`src/rtl/uart_cmd_ctrl_pkg.sv`:
```
// Shared definitions for the UART command framing controller.
package uart_cmd_ctrl_pkg;

  localparam logic [7:0]  SYNC_BYTE       = 8'hA5;
  localparam int unsigned MAX_LEN_DEFAULT = 16;

  typedef enum logic [2:0] {
    ST_IDLE,
    ST_ADDR,
    ST_LEN,
    ST_DATA,
    ST_CSUM,
    ST_COMMIT
  } state_t;

  // Width of a counter that must hold 0..max_len inclusive.
  function automatic int unsigned idx_width(input int unsigned max_len);
    return $clog2(max_len + 1);
  endfunction

  // Width of a register-file address for max_len entries (at least 1 bit).
  function automatic int unsigned buf_addr_width(input int unsigned max_len);
    return (max_len < 2) ? 1 : $clog2(max_len);
  endfunction

endpackage

```
`src/rtl/uart_cmd_ctrl_if.sv`:
```
// Register-write port between the framing controller and the bus bridge.
interface uart_cmd_ctrl_if #(
  parameter int unsigned ADDR_W = 8
);
  logic [ADDR_W-1:0] oWrAddr;
  logic [7:0]        oWrData;
  logic              oWrValid;
  logic              iWrReady;

  modport master (
    output oWrAddr,
    output oWrData,
    output oWrValid,
    input  iWrReady
  );

  modport slave (
    input  oWrAddr,
    input  oWrData,
    input  oWrValid,
    output iWrReady
  );
endinterface

```
`src/rtl/uart_cmd_ctrl_buf.sv`:
```
// Payload buffer: DEPTH x 8 register file, one write port, one async read port.
module uart_cmd_buf #(
  parameter int unsigned DEPTH = 16,
  parameter int unsigned AW    = 4
) (
  input  logic          i_clk,
  input  logic          i_we,
  input  logic [AW-1:0] i_waddr,
  input  logic [7:0]    i_wdata,
  input  logic [AW-1:0] i_raddr,
  output logic [7:0]    o_rdata
);

  localparam int unsigned MEM_D = (DEPTH < 2) ? 2 : DEPTH;

  logic [7:0] r_mem [MEM_D];

  // Store payload bytes; contents need no reset since they are only read after being written.
  always_ff @(posedge i_clk) begin
    if (i_we) begin
      r_mem[i_waddr] <= i_wdata;
    end
  end

  assign o_rdata = r_mem[i_raddr];

endmodule

```
`src/rtl/uart_cmd_ctrl.sv`:
```
// Framing controller: parses SYNC ADDR LEN DATA[LEN] CSUM from the UART byte
// stream, buffers the payload and replays it as register writes once the
// checksum has passed.
module uart_cmd_ctrl
  import uart_cmd_ctrl_pkg::*;
#(
  parameter int unsigned CLK_FREQ       = 10000000,
  parameter int unsigned TIMEOUT_CYCLES = 20000,
  parameter int unsigned MAX_LEN        = MAX_LEN_DEFAULT,
  parameter int unsigned ADDR_W         = 8
) (
  input  logic             iClk,
  input  logic             iRstN,
  input  logic [7:0]       iData,
  input  logic             iValid,
  uart_cmd_ctrl_if.master  wr,
  output logic             oBusy,
  output logic             oErrCsum,
  output logic             oErrLen,
  output logic             oErrTimeout,
  output logic             oErrOverrun
);

  localparam int unsigned IW  = idx_width(MAX_LEN);
  localparam int unsigned BAW = buf_addr_width(MAX_LEN);
  localparam int unsigned TW  = $clog2(TIMEOUT_CYCLES + 1);

  if (CLK_FREQ == 0 || TIMEOUT_CYCLES < 1 || MAX_LEN < 1 || MAX_LEN > 255) begin : g_bad_param
    $error("uart_cmd_ctrl: illegal parameter value");
  end

  state_t            r_state;
  state_t            w_next;
  logic [ADDR_W-1:0] r_base;
  logic [IW-1:0]     r_len;
  logic [IW-1:0]     r_idx;
  logic [7:0]        r_sum;
  logic [TW-1:0]     r_tmo;
  logic              r_err_len;
  logic              r_err_csum;
  logic              r_err_tmo;
  logic              r_err_ovr;

  logic [IW-1:0]     w_idx_inc;
  logic [7:0]        w_sum_next;
  logic              w_len_ok;
  logic              w_csum_ok;
  logic              w_tmo_exp;
  logic              w_err_len;
  logic              w_err_csum;
  logic              w_err_tmo;
  logic              w_err_ovr;
  logic              w_buf_we;
  logic [7:0]        w_buf_rdata;

  assign w_idx_inc  = r_idx + 1'b1;
  assign w_sum_next = r_sum + iData;
  assign w_len_ok   = (iData != 8'h00) && (32'(iData) <= MAX_LEN);
  assign w_csum_ok  = (w_sum_next == 8'h00);
  assign w_tmo_exp  = (r_tmo <= TW'(1));
  assign w_buf_we   = (r_state == ST_DATA) && iValid;

  uart_cmd_buf #(
    .DEPTH (MAX_LEN),
    .AW    (BAW)
  ) u_buf (
    .i_clk   (iClk),
    .i_we    (w_buf_we),
    .i_waddr (r_idx[BAW-1:0]),
    .i_wdata (iData),
    .i_raddr (r_idx[BAW-1:0]),
    .o_rdata (w_buf_rdata)
  );

  // State register.
  always_ff @(posedge iClk or negedge iRstN) begin
    if (!iRstN) begin
      r_state <= ST_IDLE;
    end else begin
      r_state <= w_next;
    end
  end

  // Next-state decode and error-cause detection; a byte in the expiry cycle beats the timeout.
  always_comb begin
    w_next     = r_state;
    w_err_len  = 1'b0;
    w_err_csum = 1'b0;
    w_err_tmo  = 1'b0;
    w_err_ovr  = 1'b0;
    unique case (r_state)
      ST_IDLE: begin
        if (iValid && iData == SYNC_BYTE) w_next = ST_ADDR;
      end
      ST_ADDR: begin
        if (iValid)         w_next = ST_LEN;
        else if (w_tmo_exp) begin w_next = ST_IDLE; w_err_tmo = 1'b1; end
      end
      ST_LEN: begin
        if (iValid) begin
          if (w_len_ok) w_next = ST_DATA;
          else begin w_next = ST_IDLE; w_err_len = 1'b1; end
        end else if (w_tmo_exp) begin
          w_next = ST_IDLE; w_err_tmo = 1'b1;
        end
      end
      ST_DATA: begin
        if (iValid) begin
          if (w_idx_inc == r_len) w_next = ST_CSUM;
        end else if (w_tmo_exp) begin
          w_next = ST_IDLE; w_err_tmo = 1'b1;
        end
      end
      ST_CSUM: begin
        if (iValid) begin
          if (w_csum_ok) w_next = ST_COMMIT;
          else begin w_next = ST_IDLE; w_err_csum = 1'b1; end
        end else if (w_tmo_exp) begin
          w_next = ST_IDLE; w_err_tmo = 1'b1;
        end
      end
      ST_COMMIT: begin
        w_err_ovr = iValid;
        if (iWrReadyAccepted()) w_next = ST_IDLE;
      end
      default: w_next = ST_IDLE;
    endcase
  end

  function automatic logic iWrReadyAccepted();
    return wr.iWrReady && (w_idx_inc == r_len);
  endfunction

  // Datapath: base, length, running sum, index, timeout counter and registered error pulses.
  always_ff @(posedge iClk or negedge iRstN) begin
    if (!iRstN) begin
      r_base     <= '0;
      r_len      <= '0;
      r_idx      <= '0;
      r_sum      <= '0;
      r_tmo      <= '0;
      r_err_len  <= 1'b0;
      r_err_csum <= 1'b0;
      r_err_tmo  <= 1'b0;
      r_err_ovr  <= 1'b0;
    end else begin
      r_err_len  <= w_err_len;
      r_err_csum <= w_err_csum;
      r_err_tmo  <= w_err_tmo;
      r_err_ovr  <= w_err_ovr;
      unique case (r_state)
        ST_IDLE: begin
          if (iValid && iData == SYNC_BYTE) r_tmo <= TW'(TIMEOUT_CYCLES);
        end
        ST_ADDR, ST_LEN, ST_DATA, ST_CSUM: begin
          if (iValid) r_tmo <= TW'(TIMEOUT_CYCLES);
          else        r_tmo <= r_tmo - 1'b1;
          if (iValid) begin
            unique case (r_state)
              ST_ADDR: begin
                r_base <= ADDR_W'(iData);
                r_sum  <= iData;
              end
              ST_LEN: begin
                if (w_len_ok) begin
                  r_len <= IW'(iData);
                  r_sum <= w_sum_next;
                  r_idx <= '0;
                end
              end
              ST_DATA: begin
                r_sum <= w_sum_next;
                r_idx <= w_idx_inc;
              end
              default: begin
                if (w_csum_ok) r_idx <= '0;
              end
            endcase
          end
        end
        ST_COMMIT: begin
          if (wr.iWrReady) r_idx <= w_idx_inc;
        end
        default: ;
      endcase
    end
  end

  // Output decode; the write bus reads zero outside COMMIT so reset drives every output low.
  always_comb begin
    oBusy       = (r_state != ST_IDLE);
    wr.oWrValid = (r_state == ST_COMMIT);
    wr.oWrAddr  = '0;
    wr.oWrData  = '0;
    if (r_state == ST_COMMIT) begin
      wr.oWrAddr = r_base + ADDR_W'(r_idx);
      wr.oWrData = w_buf_rdata;
    end
    oErrCsum    = r_err_csum;
    oErrLen     = r_err_len;
    oErrTimeout = r_err_tmo;
    oErrOverrun = r_err_ovr;
  end

endmodule

```
`src/flat_wrapper.sv`:
```
// flat-port wrapper written by rule: the top's interface ports become plain ports
module uart_cmd_ctrl_flat import uart_cmd_ctrl_pkg::*;
#(
  parameter int unsigned CLK_FREQ       = 10000000,
  parameter int unsigned TIMEOUT_CYCLES = 20000,
  parameter int unsigned MAX_LEN        = MAX_LEN_DEFAULT,
  parameter int unsigned ADDR_W         = 8
)
  (iClk, iRstN, iData, iValid, oBusy, oErrCsum, oErrLen, oErrTimeout, oErrOverrun, wr_oWrAddr, wr_oWrData, wr_oWrValid, wr_iWrReady);
  uart_cmd_ctrl_if #(.ADDR_W(ADDR_W)) wr_i ();
  input  logic iClk;
  input  logic iRstN;
  input  logic [7:0] iData;
  input  logic iValid;
  output logic oBusy;
  output logic oErrCsum;
  output logic oErrLen;
  output logic oErrTimeout;
  output logic oErrOverrun;
  output wire logic [$bits(wr_i.oWrAddr)-1:0] wr_oWrAddr;
  output wire logic [$bits(wr_i.oWrData)-1:0] wr_oWrData;
  output wire logic [$bits(wr_i.oWrValid)-1:0] wr_oWrValid;
  input wire logic [$bits(wr_i.iWrReady)-1:0] wr_iWrReady;
  assign wr_oWrAddr = wr_i.oWrAddr;
  assign wr_oWrData = wr_i.oWrData;
  assign wr_oWrValid = wr_i.oWrValid;
  assign wr_i.iWrReady = wr_iWrReady;
  uart_cmd_ctrl #(.CLK_FREQ(CLK_FREQ), .TIMEOUT_CYCLES(TIMEOUT_CYCLES), .MAX_LEN(MAX_LEN), .ADDR_W(ADDR_W)) u_core (.iClk(iClk), .iRstN(iRstN), .iData(iData), .iValid(iValid), .wr(wr_i), .oBusy(oBusy), .oErrCsum(oErrCsum), .oErrLen(oErrLen), .oErrTimeout(oErrTimeout), .oErrOverrun(oErrOverrun));
endmodule
```
`config.mk`:
```
export PLATFORM = sky130hd
export DESIGN_NAME = uart_cmd_ctrl_flat
export DESIGN_NICKNAME = d
export VERILOG_FILES = /design/src/rtl/uart_cmd_ctrl_pkg.sv /design/src/rtl/uart_cmd_ctrl_if.sv /design/src/rtl/uart_cmd_ctrl_buf.sv /design/src/rtl/uart_cmd_ctrl.sv /design/src/flat_wrapper.sv
export SDC_FILE = /design/constraint.sdc
export NUM_CORES = 1
export LEC_CHECK = 0
export BUFFER_PORTS_ARGS = -buffer_cell sky130_fd_sc_hd__buf_2
export CAP_MARGIN = 20
export CORE_UTILIZATION = 56
export CTS_CLUSTER_SIZE = 30
export DETAILED_ROUTE_END_ITERATION = 8
export GPL_ROUTABILITY_DRIVEN = 0
export PLACE_DENSITY = 0.76
export SYNTH_ARGS = -nofsm -noshare
export SYNTH_HDL_FRONTEND = slang
export SYNTH_SLANG_ARGS = --single-unit
```
`constraint.sdc`:
```
create_clock -name iClk -period 2.6 [get_ports iClk]
set_input_delay 0 -clock iClk [delete_from_list [all_inputs] [get_ports iClk]]
set_output_delay 0 -clock iClk [all_outputs]
set_load 0.03 [all_outputs]
```
==> results.rst, run 1 <==
.. list-table::
   :header-rows: 1

   * - Metric
     - Value
   * - Outcome
     - complete, but fails checks
   * - Violations in the final reports
     - negative setup slack
   * - Worst-case setup margin in the final layout
     - -41.7 ps
   * - Largest fanout on the critical path
     - 4
   * - Number of antenna-violating nets in the routed design
     - 0
   * - Pwr dens
     - 1040 nW/um^2
   * - Design internal power
     - 6.51 mW
   * - Placed cell count
     - 803
   * - Share of layout cells above drive strength 1
     - 29.2%
   * - Critical path class
     - reg -> reg
   * - TritonCTS buffer count
     - 17
   * - Count of flip-flops with a built-in enable after synthesis
     - 128
   * - Ant diodes
     - 0
   * - H-tree depth
     - 4
   * - DRC violation count after routing
     - 0
   * - Fin. max-slew vios
     - 0
   * - Final standard cell count with taps included and fillers excluded
     - 847
   * - Ys flop type
     - sky130_fd_sc_hd__edfxtp_1
   * - Leakage
     - 3.54 nW
   * - Async S/R FF share, synth
     - 27.3%
   * - Die extent in x
     - 123 um
   * - Longest Clk Path Bufs
     - 2
   * - Vias in the first global route
     - 5121
   * - Pre-Repair DR Iteration Count
     - 6
   * - Avg WL per Cell
     - 22.1 um
   * - Final-layout fill cell count
     - 938
   * - Sequential-to-total area share from yosys stat
     - 61.4%
   * - RSZ-0062 raised after global routing
     - yes
   * - Die Area
     - 15200 sq um
   * - Combinational power share
     - 37.1%
   * - Clock network power share
     - 25.8%
   * - Initial core utilization
     - 58.3%
   * - Switching component of the power
     - 3.41 mW
   * - Area taken by multi-input logic gates
     - 3060 sq um
   * - Path class of the lowest-slack min-delay path
     - in -> reg
   * - Number of antenna violations at the first check in global routing
     - 0
   * - Final #Nets
     - 686
   * - Max-slew headroom at the worst pin
     - 39.9%
   * - DR iter-0 viols
     - 685
   * - Worst-case register-to-register setup slack
     - -40 ps
   * - Fmax
     - 379 MHz
   * - Worst slew pin tran
     - 898 ps
   * - Congestion Overflow GR
     - 0
   * - Number of clock sinks seen by CTS
     - 176
   * - Clk Latency, worst-skew pair
     - 420 ps
   * - Buffer cell driving the clock tree root
     - sky130_fd_sc_hd__clkbuf_16
   * - Max capacitance violation total
     - 0
   * - Sw frac
     - 34.4%
   * - Worst setup skew after layout
     - 5.76 ps
   * - Global-route usage over all layers
     - 26.0%
   * - Vertical extent of the die
     - 123 um
   * - Post-CTS clock slew at the launch and capture registers of the worst setup and hold paths
     - 70 ps
   * - Number of distinct library cell variants in the gate-level netlist after synthesis
     - 63
   * - Worst hold margin
     - 57.1 ps
   * - VDD IR max
     - 0.000536 V
   * - Per-instance average area after synthesis
     - 14.2 sq um
   * - Final setup violating endpoints
     - 3
   * - Core ar.
     - 14100 sq um
   * - Sequential power share
     - 37.1%
   * - Synthesized flop and latch total
     - 176
   * - CTS tree
     - yes
   * - Required @ worst endpoint
     - 2910 ps
   * - Flip-flop and latch area
     - 5050 sq um
   * - Nature of the critical path endpoint
     - flop
   * - Startpoint type of the worst setup path
     - flop
   * - Total number of vias
     - 5359
   * - Core Rows
     - 43
   * - Synthesized instance count
     - 577
   * - Vias per cell
     - 6.33
   * - Hold Violations, Final
     - 0
   * - Yosys warnings
     - 0
   * - Min Clock Period, post-route
     - 2640 ps
   * - Area growth syn-to-layout
     - 16.6%
   * - Post-route clock period utilization
     - 102%
   * - Synthesized netlist net count
     - 609
   * - Worst slack after detailed placement
     - -63.6 ps
   * - Port buffer count
     - 33
   * - Wire length after detailed routing
     - 18700 um
   * - Synth Cell Area
     - 8220 sq um
   * - Crit path DAT
     - 2950 ps
   * - Maximum number of pins on one net before global-route repair
     - 39
   * - Ports placed on the boundary
     - 34
   * - HPWL after detailed placement
     - 12200 um
   * - Wire length of the first global-routing pass
     - 28400 um
[sequential cells by signal, indices dropped and copies added, names as in the netlist]
signal / flops
u_core.oErrOverrun: 1
u_core.r_idx: 5
u_core.u_buf.r_mem: 128
u_core.r_base: 8
u_core.r_tmo: 15
u_core.r_state: 3
u_core.oErrCsum: 1
u_core.r_len: 5
u_core.oErrLen: 1
u_core.r_sum: 8
u_core.oErrTimeout: 1
[power by group through the flow]
stage | logic [mW] | clock network (mW) | registers, mW
floorplan | 2.67 | 0 | 3.57
global placement | 3.33 | 0 | 3.67
detailed placement | 3.43 | 0 | 3.70
CTS | 3.51 | 2.60 | 3.65
global route | 3.99 | 2.69 | 3.72
finish | 3.68 | 2.56 | 3.68
[critical path, stage by stage, from the launching register on]
cell                        delay, ps
sky130_fd_sc_hd__dfrtp_1          400
sky130_fd_sc_hd__ha_2             200
sky130_fd_sc_hd__fa_2             360
sky130_fd_sc_hd__buf_4            140
sky130_fd_sc_hd__xor2_1           170
sky130_fd_sc_hd__nor3_2           200
sky130_fd_sc_hd__o221ai_2         170
sky130_fd_sc_hd__a2111oi_4        430
sky130_fd_sc_hd__o21ai_2          130
sky130_fd_sc_hd__a221o_1          330
[final timing paths]
check,from,end,depth (start not counted)
max in group asynchronous,iRstN,u_core.r_sum[5],3
min,iData[5],u_core.u_buf.r_mem[10][5],2
min in group asynchronous,iRstN,u_core.r_base[7],2
max,u_core.r_sum[0],u_core.r_idx[2],9
max reg2reg,u_core.r_sum[0],u_core.r_idx[2],9
min reg2reg,u_core.r_tmo[7],u_core.r_tmo[7],1
[synthesized netlist by cell type, drive strengths merged, types with 3 or more instances]
master  instances  share of area (%)
edfxtp        128                 47
nor2           57                2.6
dfrtp          48                 15
mux4           40                 11
nand2          32                1.5
a21oi          26                1.6
o21ai          25                1.6
clkbuf         19               0.87
nor3           19                1.2
ha             18                2.7
mux2           16                2.2
inv            10               0.46
and2            9               0.69
buf             9               0.49
nand2b          8               0.61
a21o            7               0.64
nor2b           7               0.53
o211ai          7               0.64
xor2            7               0.75
nand3           5               0.30
nor4            5               0.38
or3             5               0.44
xnor2           5               0.53
a211oi          4               0.43
a31oi           4               0.30
and3            4               0.30
nor3b           4               0.37
o22ai           4               0.30
or2             4               0.34
or4             4               0.47
and3b           3               0.32
nor4b           3               0.32
o31ai           3               0.27
[layout make-up]
type	count	share of cell area, %
well taps	180	2.35
inverters	10	0.392
multi-input cells	363	31.9
flip-flops and latches	176	52.7
clock buffers	17	4.44
repair buffers	86	6.43
clock inverters	15	1.76
[stage by stage]
stage	setup TNS, ps	utilization [%]	total power [mW]	area (sq um)
after floorplan	0	-	6.23	8220
final	-90.0	67.9	9.92	9580
after global routing	-592	67.9	10.4	9580
after global placement	0	62.6	7.00	8820
after detailed placement	-78.7	62.6	7.13	8820
after CTS	-97.9	67.5	9.76	9510
[cell families after synthesis]
kind of cell	after synthesis	synth area share, %
flip-flops	176	61.4
adder cells (fa/ha/maj)	20	3.23
XOR/XNOR	12	1.28
buffers and inverters	38	1.81
AO/OA/AOI/OAI	97	7.83
AND/OR/NAND/NOR	176	11.0
multiplexers	58	13.4
[what timing repair did]
action	in CTS	in global routing
pin swaps	5	3
setup buffers	4	1
cloned	0	1
hold buffers	6	0
setup endpoints to repair	3	14
endpoints found under the hold margin	35	0
resized for setup	2	9
[metal layers]
layer | global-route usage [%] | part of all wire (%) | up-vias
li1 | - | - | 2390
met1 | 36.0 | 43 | 2732
met2 | 41.3 | 49 | 206
met3 | 4.38 | 5.8 | 31
met4 | 10.0 | 2.0 | 0
met5 | 0 | 0 | -
[placed cells by master (no fill, tap or decap), drive strengths merged, types with 7 or more instances in the layout]
cell	netlist	routed
a21o	7	7
a21oi	26	26
and2	9	9
buf	9	79
clkbuf	19	18
dfrtp	48	48
edfxtp	128	128
ha	18	18
inv	10	20
mux2	16	16
mux4	40	40
nand2	32	32
nand2b	8	8
nor2	57	57
nor2b	7	7
nor3	19	19
o211ai	7	7
o21ai	25	25
xor2	7	7
(Power assumes the default switching activity.)
==> run 2, diff against run 1 <==
--- a/config.mk
+++ b/config.mk
@@ -14,4 +14,5 @@
 export PLACE_DENSITY = 0.76
 export SYNTH_ARGS = -nofsm -noshare
 export SYNTH_HDL_FRONTEND = slang
+export SYNTH_HIERARCHICAL = 1
 export SYNTH_SLANG_ARGS = --single-unit
==> results.rst, run 2 <==
.. list-table::
   :header-rows: 1

   * - Metric
     - Value
   * - Pwr dens
     - 1040 nW/um^2
   * - Vertical extent of the die
     - 123 um
   * - Yosys warnings
     - 6
   * - Most common cell in the netlist
     - sky130_fd_sc_hd__edfxtp_1
   * - DR iter-0 viols
     - 493
   * - Worst R2R Path Depth
     - 9
   * - Post-CTS clock slew at the launch and capture registers of the worst setup and hold paths
     - 60 ps
   * - Setup TNS after final layout
     - 0 ps
   * - Synth Cell Area
     - 8240 sq um
   * - TritonCTS buffer count
     - 17
   * - Max-slew headroom at the worst pin
     - 46.8%
   * - Compound-Gate Fraction of Synth Area
     - 8.04%
   * - Async S/R FF share, synth
     - 27.3%
   * - Die Area
     - 15200 sq um
   * - Port buffer count
     - 33
   * - Portion of netlist area occupied by mux cells
     - 11.3%
   * - Avg WL per Cell
     - 21.7 um
   * - Sequential-to-total area share from yosys stat
     - 61.3%
   * - Number of antenna-violating nets in the routed design
     - 0
   * - Startpoint type of the worst setup path
     - flop
   * - Initial core utilization
     - 58.4%
   * - Required @ worst endpoint
     - 2600 ps
   * - Final-layout fill cell count
     - 979
   * - Start point of the critical path
     - u_core/r_idx[0]
   * - Hold Violations, Final
     - 0
   * - Total number of vias
     - 5404
   * - Critical register-to-register path startpoint
     - u_core/r_sum[0]
   * - Post-synthesis xor/xnor area fraction
     - 2.02%
   * - Largest fanout on the critical path
     - 22
   * - Clk Latency, worst-skew pair
     - 430 ps
   * - Most common cell after layout, fill and taps aside
     - sky130_fd_sc_hd__edfxtp_1
   * - RSZ-0062 raised after global routing
     - yes
   * - Area leader, netlist
     - sky130_fd_sc_hd__edfxtp_1
   * - Top cells by instance count after synthesis
     - sky130_fd_sc_hd__edfxtp_1, sky130_fd_sc_hd__nor2_1, sky130_fd_sc_hd__nand2_1
   * - Wire length of the first global-routing pass
     - 28800 um
   * - Fraction of the mapped netlist area in simple logic gates
     - 12.2%
   * - Instance count along the most critical hold path
     - 1
   * - Area growth syn-to-layout
     - 14.4%
   * - Final #Nets
     - 685
   * - Crit path DAT
     - 2520 ps
   * - Wire length after detailed routing
     - 18400 um
   * - Fin. max-slew vios
     - 0
   * - Synthesized flop and latch total
     - 176
   * - Synthesized instance count
     - 587
   * - VDD IR max
     - 0.000676 V
   * - Largest register by flop count
     - u_core/u_buf/r_mem
   * - Max capacitance violation total
     - 0
   * - Longest Clk Path Bufs
     - 2
   * - Commonest cells after routing, fill and taps aside
     - sky130_fd_sc_hd__edfxtp_1, sky130_fd_sc_hd__nor2_1, sky130_fd_sc_hd__nand2_1
   * - Number of antenna violations at the first check in global routing
     - 0
   * - Ant diodes
     - 0
   * - Maximum number of pins on one net before global-route repair
     - 40
   * - Fmax
     - 397 MHz
   * - Ports placed on the boundary
     - 34
   * - Largest family of logic cells by synthesized area
     - simple AND/OR/NAND/NOR gates
   * - Worst hold margin
     - 61.1 ps
   * - Outcome
     - completed
   * - Adder and majority gate portion of the synthesized area
     - 2.77%
   * - Max reg flops
     - 128
   * - Total power
     - 9.76 mW
   * - Congestion Overflow GR
     - 0
   * - Per-instance average area after synthesis
     - 14.0 sq um
   * - Final setup violating endpoints
     - 0
   * - Buffer cell driving the clock tree root
     - sky130_fd_sc_hd__clkbuf_16
   * - Worst setup skew after layout
     - 6.11 ps
   * - Placement-stage cell area
     - 8760 sq um
   * - Global-route usage over all layers
     - 26.7%
   * - Worst slew pin tran
     - 798 ps
   * - Min Clock Period, post-route
     - 2520 ps
   * - Core Rows
     - 43
   * - Vias per cell
     - 6.39
   * - Number of distinct library cell variants in the gate-level netlist after synthesis
     - 68
   * - Die extent in x
     - 123 um
   * - Proportion of netlist area held by the largest area contributor
     - 46.7%
   * - Ys flop type
     - sky130_fd_sc_hd__edfxtp_1
   * - Vias in the first global route
     - 5332
   * - DRC violation count after routing
     - 0
   * - Nature of the critical path endpoint
     - output port
   * - CTS tree
     - yes
   * - Synthesized netlist net count
     - 616
   * - Leakage
     - 3.58 nW
   * - Number of clock sinks seen by CTS
     - 176
   * - Cell area after layout
     - 9420 sq um
   * - Count of flip-flops with a built-in enable after synthesis
     - 128
   * - Top post-synthesis cells by area
     - sky130_fd_sc_hd__edfxtp_1, sky130_fd_sc_hd__dfrtp_1, sky130_fd_sc_hd__mux4_2, sky130_fd_sc_hd__mux4_1, sky130_fd_sc_hd__nor2_1
   * - Path class of the lowest-slack min-delay path
     - in -> reg
   * - Post-route clock period utilization
     - 97.0%
   * - Worst Hold Launch
     - iData[7]
   * - HPWL after detailed placement
     - 11900 um
   * - H-tree depth
     - 4
   * - Core ar.
     - 14100 sq um
   * - Share of layout cells above drive strength 1
     - 23.3%
   * - Pre-Repair DR Iteration Count
     - 5
   * - Largest registers
     - u_core/u_buf/r_mem (128), u_core/r_tmo (15)
   * - Critical path class
     - reg -> out
## run 2: cell type report
cell class              instances  area, sq um  area share, %
clock buffers                  18          429           4.56
clock inverters                11          118           1.25
inverters                       9         33.8          0.359
multi-input cells             375         3040           32.2
flip-flops and latches        176         5050           53.6
well taps                     180          225           2.39
repair buffers                 77          532           5.65
## run 2: stage by stage
stage	setup WS, ps	instances	utilization (%)
after detailed placement	-54.0	813	62.2
after CTS	1.35	845	66.4
after global routing	-27.8	846	66.8
after floorplan	144	587	-
after global placement	10.8	813	62.2
final	78.4	846	66.8
## run 2: what timing repair did
| action | CTS | global route |
|---|---|---|
| hold endpoints to repair | 36 | 0 |
| resized for setup | 5 | 14 |
| setup endpoints to repair | 9 | 15 |
| setup buffers | 0 | 1 |
| pin swaps | 0 | 4 |
| hold buffers | 3 | 0 |
## run 2: critical path, cell delays in order (launching register included)
cell and delay, ps:
sky130_fd_sc_hd__dfrtp_2 490, sky130_fd_sc_hd__buf_12 220, sky130_fd_sc_hd__mux4_1 600, sky130_fd_sc_hd__a22oi_1 350
sky130_fd_sc_hd__nand2_1 90, sky130_fd_sc_hd__and3_1 160, sky130_fd_sc_hd__buf_2 170
## run 2: kinds of logic after synthesis
logic type,Yosys count
compound gates,100
xor+xnor,19
buf+inv,36
mux,46
flops,176
fa+ha+maj,17
simple gates,193
## run 2: worst paths after layout
path | endpoint | slack (ps)
max | wr_oWrData[0] | 80
min | u_core/u_buf/r_mem[8][7] | 60
max reg2reg | u_core/r_idx[0] | 170
min reg2reg | u_core/r_tmo[11] | 500
max in group asynchronous | u_core/r_base[2] | 1690
min in group asynchronous | u_core/r_tmo[10] | 190
## run 2: report_power, final
| group | internal [mW] | switching (mW) |
|---|---|---|
| combinational | 1.65 | 2.08 |
| clock | 1.39 | 1.02 |
| sequential | 3.34 | 0.290 |
## run 2: routing by layer
metal	share of wire, %	vias up	GRT usage (%)
li1	-	2404	-
met1	42	2711	36.3
met2	48	260	42.6
met3	7.7	29	5.95
met4	2.2	0	9.64
met5	0	-	0
==> run 3, diff against run 2 <==
--- a/config.mk
+++ b/config.mk
@@ -7,6 +7,7 @@
 export LEC_CHECK = 0
 export BUFFER_PORTS_ARGS = -buffer_cell sky130_fd_sc_hd__buf_2
 export CAP_MARGIN = 20
+export CORE_ASPECT_RATIO = 0.9
 export CORE_UTILIZATION = 56
 export CTS_CLUSTER_SIZE = 30
 export DETAILED_ROUTE_END_ITERATION = 8
==> results.rst, run 3 (same netlist as run 2, synthesis figures left out) <==
.. list-table::
   :header-rows: 1

   * - Metric
     - Value
   * - Max capacitance violation total
     - 0
   * - Startpoint type of the worst setup path
     - flop
   * - Final-layout fill cell count
     - 1013
   * - Share of layout cells above drive strength 1
     - 24.3%
   * - Critical path class
     - reg -> out
   * - Endpoint of the most critical register-to-register path
     - u_core/r_idx[3]
   * - Port buffer count
     - 33
   * - Switching component of the power
     - 3.59 mW
   * - VDD IR max
     - 0.000742 V
   * - TritonCTS buffer count
     - 17
   * - Ant diodes
     - 0
   * - Required @ worst endpoint
     - 2600 ps
   * - Outcome
     - completed
   * - Highest Signal Layer
     - met4
   * - Ports placed on the boundary
     - 34
   * - Avg WL per Cell
     - 22.3 um
   * - Placed cell count
     - 825
   * - Vertical extent of the die
     - 117 um
   * - Fmax
     - 393 MHz
   * - Final #Nets
     - 691
   * - Vias per cell
     - 6.23
   * - Worst-case register-to-register setup slack
     - 110 ps
   * - Final setup violating endpoints
     - 0
   * - Post-layout utilization of the core
     - 67.4%
   * - Max reg flops
     - 128
   * - Final standard cell count with taps included and fillers excluded
     - 868
   * - Congestion Overflow GR
     - 0
   * - Largest registers
     - u_core/u_buf/r_mem (128), u_core/r_tmo (15)
   * - Start point of the critical path
     - u_core/r_idx[1]
   * - Sw frac
     - 35.6%
   * - Vias in the first global route
     - 5454
   * - Total number of vias
     - 5410
   * - Sequential power share
     - 35.9%
   * - Maximum number of pins on one net before global-route repair
     - 27
   * - DR iter-0 viols
     - 540
   * - Critical path destination
     - wr_oWrAddr[7]
   * - Crit path DAT
     - 2540 ps
   * - Post-CTS clock slew at the launch and capture registers of the worst setup and hold paths
     - 70 ps
   * - Die extent in x
     - 130 um
   * - DRC violation count after routing
     - 0
   * - Buffer cell driving the clock tree root
     - sky130_fd_sc_hd__clkbuf_16
   * - Fin. max-slew vios
     - 0
   * - Leakage
     - 3.66 nW
   * - Max-slew headroom at the worst pin
     - 47.2%
   * - HPWL after detailed placement
     - 12100 um
   * - Hold Violations, Final
     - 0
   * - Min Clock Period, post-route
     - 2540 ps
   * - Area taken by multi-input logic gates
     - 3030 sq um
   * - Wire length of the first global-routing pass
     - 29800 um
   * - Number of antenna-violating nets in the routed design
     - 0
   * - Global-route usage over all layers
     - 27.5%
   * - Commonest cells after routing, fill and taps aside
     - sky130_fd_sc_hd__edfxtp_1, sky130_fd_sc_hd__nor2_1, sky130_fd_sc_hd__nand2_1
   * - Area growth syn-to-layout
     - 16.2%
   * - Design internal power
     - 6.51 mW
   * - Path class of the lowest-slack min-delay path
     - in -> reg
   * - Sum of routed wire segments on met1
     - 8010 um
   * - Number of antenna violations at the first check in global routing
     - 0
   * - Post-route clock period utilization
     - 97.8%
   * - Worst setup skew after layout
     - 11.6 ps
   * - Core ar.
     - 14200 sq um
   * - Largest register by flop count
     - u_core/u_buf/r_mem
   * - Worst R2R Path Depth
     - 9
   * - Worst slew pin tran
     - 790 ps
   * - Combinational power share
     - 38.8%
   * - Clock network power share
     - 25.2%
   * - Number of clock sinks seen by CTS
     - 176
   * - Initial core utilization
     - 58.0%
   * - Clk Latency, worst-skew pair
     - 430 ps
   * - Critical register-to-register path startpoint
     - u_core/r_sum[0]
   * - Most common cell after layout, fill and taps aside
     - sky130_fd_sc_hd__edfxtp_1
   * - Pwr dens
     - 1060 nW/um^2
   * - Die Area
     - 15200 sq um
   * - Pre-Repair DR Iteration Count
     - 5
   * - Longest Clk Path Bufs
     - 2
   * - CTS tree
     - yes
   * - Core Rows
     - 41
   * - Largest fanout on the critical path
     - 23
   * - Nature of the critical path endpoint
     - output port
   * - Routed length on met3
     - 1390 um
   * - RSZ-0062 raised after global routing
     - yes
   * - Total length of routed met2 wires
     - 9710 um
   * - Wire length after detailed routing
     - 19400 um
   * - Flip-flop and latch area
     - 5050 sq um
   * - H-tree depth
     - 4
## run 3: stage by stage
step / TNS, ps / worst slack [ps] / hold slack (ps) / power (mW) / area, sq um
final: 0 / 56.4 / 57.5 / 10.1 / 9570
after global routing: -53.7 / -28.9 / 58.5 / 10.6 / 9570
after CTS: -8.96 / -6.12 / 32.8 / 10.0 / 9540
after detailed placement: -46.2 / -23.0 / 30.7 / 7.24 / 8800
after global placement: 0 / 38.7 / 9.79 / 7.08 / 8800
after floorplan: 0 / 144 / -296 / 6.34 / 8240
## run 3: final cells by class
cell class / instances / area share [%]
clock buffer: 18 / 4.48
inverter: 9 / 0.353
timing repair buffer: 83 / 6.60
clock inverter: 14 / 1.65
multi-input combinational: 375 / 31.7
sequential: 176 / 52.7
tap: 193 / 2.52
## run 3: critical path, stage by stage (launching register included)
cell                       delay (ps)
sky130_fd_sc_hd__dfrtp_2          430
sky130_fd_sc_hd__buf_12           180
sky130_fd_sc_hd__ha_1             290
sky130_fd_sc_hd__a21o_1           140
sky130_fd_sc_hd__a21oi_2           80
sky130_fd_sc_hd__o21bai_1         200
sky130_fd_sc_hd__a21oi_2          110
sky130_fd_sc_hd__or3_1            390
sky130_fd_sc_hd__a21oi_2          150
sky130_fd_sc_hd__buf_6            150
## run 3: power by group through the flow
stage               Sequential, mW  Clock, mW  Combinational (mW)
global route                  3.67       2.68                4.23
CTS                           3.63       2.58                3.80
global placement              3.66          0                3.42
finish                        3.63       2.55                3.92
floorplan                     3.64          0                2.69
detailed placement            3.68          0                3.56
## run 3: how the worst min path moves through the flow
| stage | startpoint | endpoint | slack (ps) | cells past startpoint |
|---|---|---|---|---|
| final | iData[1] | u_core/u_buf/r_mem[3][1] | 60 | 2 |
| after global routing | iData[1] | u_core/u_buf/r_mem[0][1] | 60 | 2 |
| after CTS | iData[1] | u_core/u_buf/r_mem[2][1] | 30 | 2 |
| after detailed placement | iRstN | u_core/r_tmo[5] | 30 | 1 |
| after global placement | iRstN | u_core/r_tmo[5] | 10 | 1 |
| after floorplan | iRstN | u_core/oErrCsum | -300 | 0 |
## run 3: timing repair
action                                  in CTS  in global routing
resized for setup                            5                 10
hold buffers                                 6                  0
endpoints found under the setup margin      11                 17
buffers inserted                             2                  1
endpoints found under the hold margin       57                  0
gates cloned                                 2                  0
pin swaps                                    0                  2
## run 3: metal layers
metal / GRT usage (%) / vias up
li1: - / 2414
met1: 36.8 / 2740
met2: 45.0 / 237
met3: 6.64 / 19
met4: 8.29 / 0
met5: 0 / -
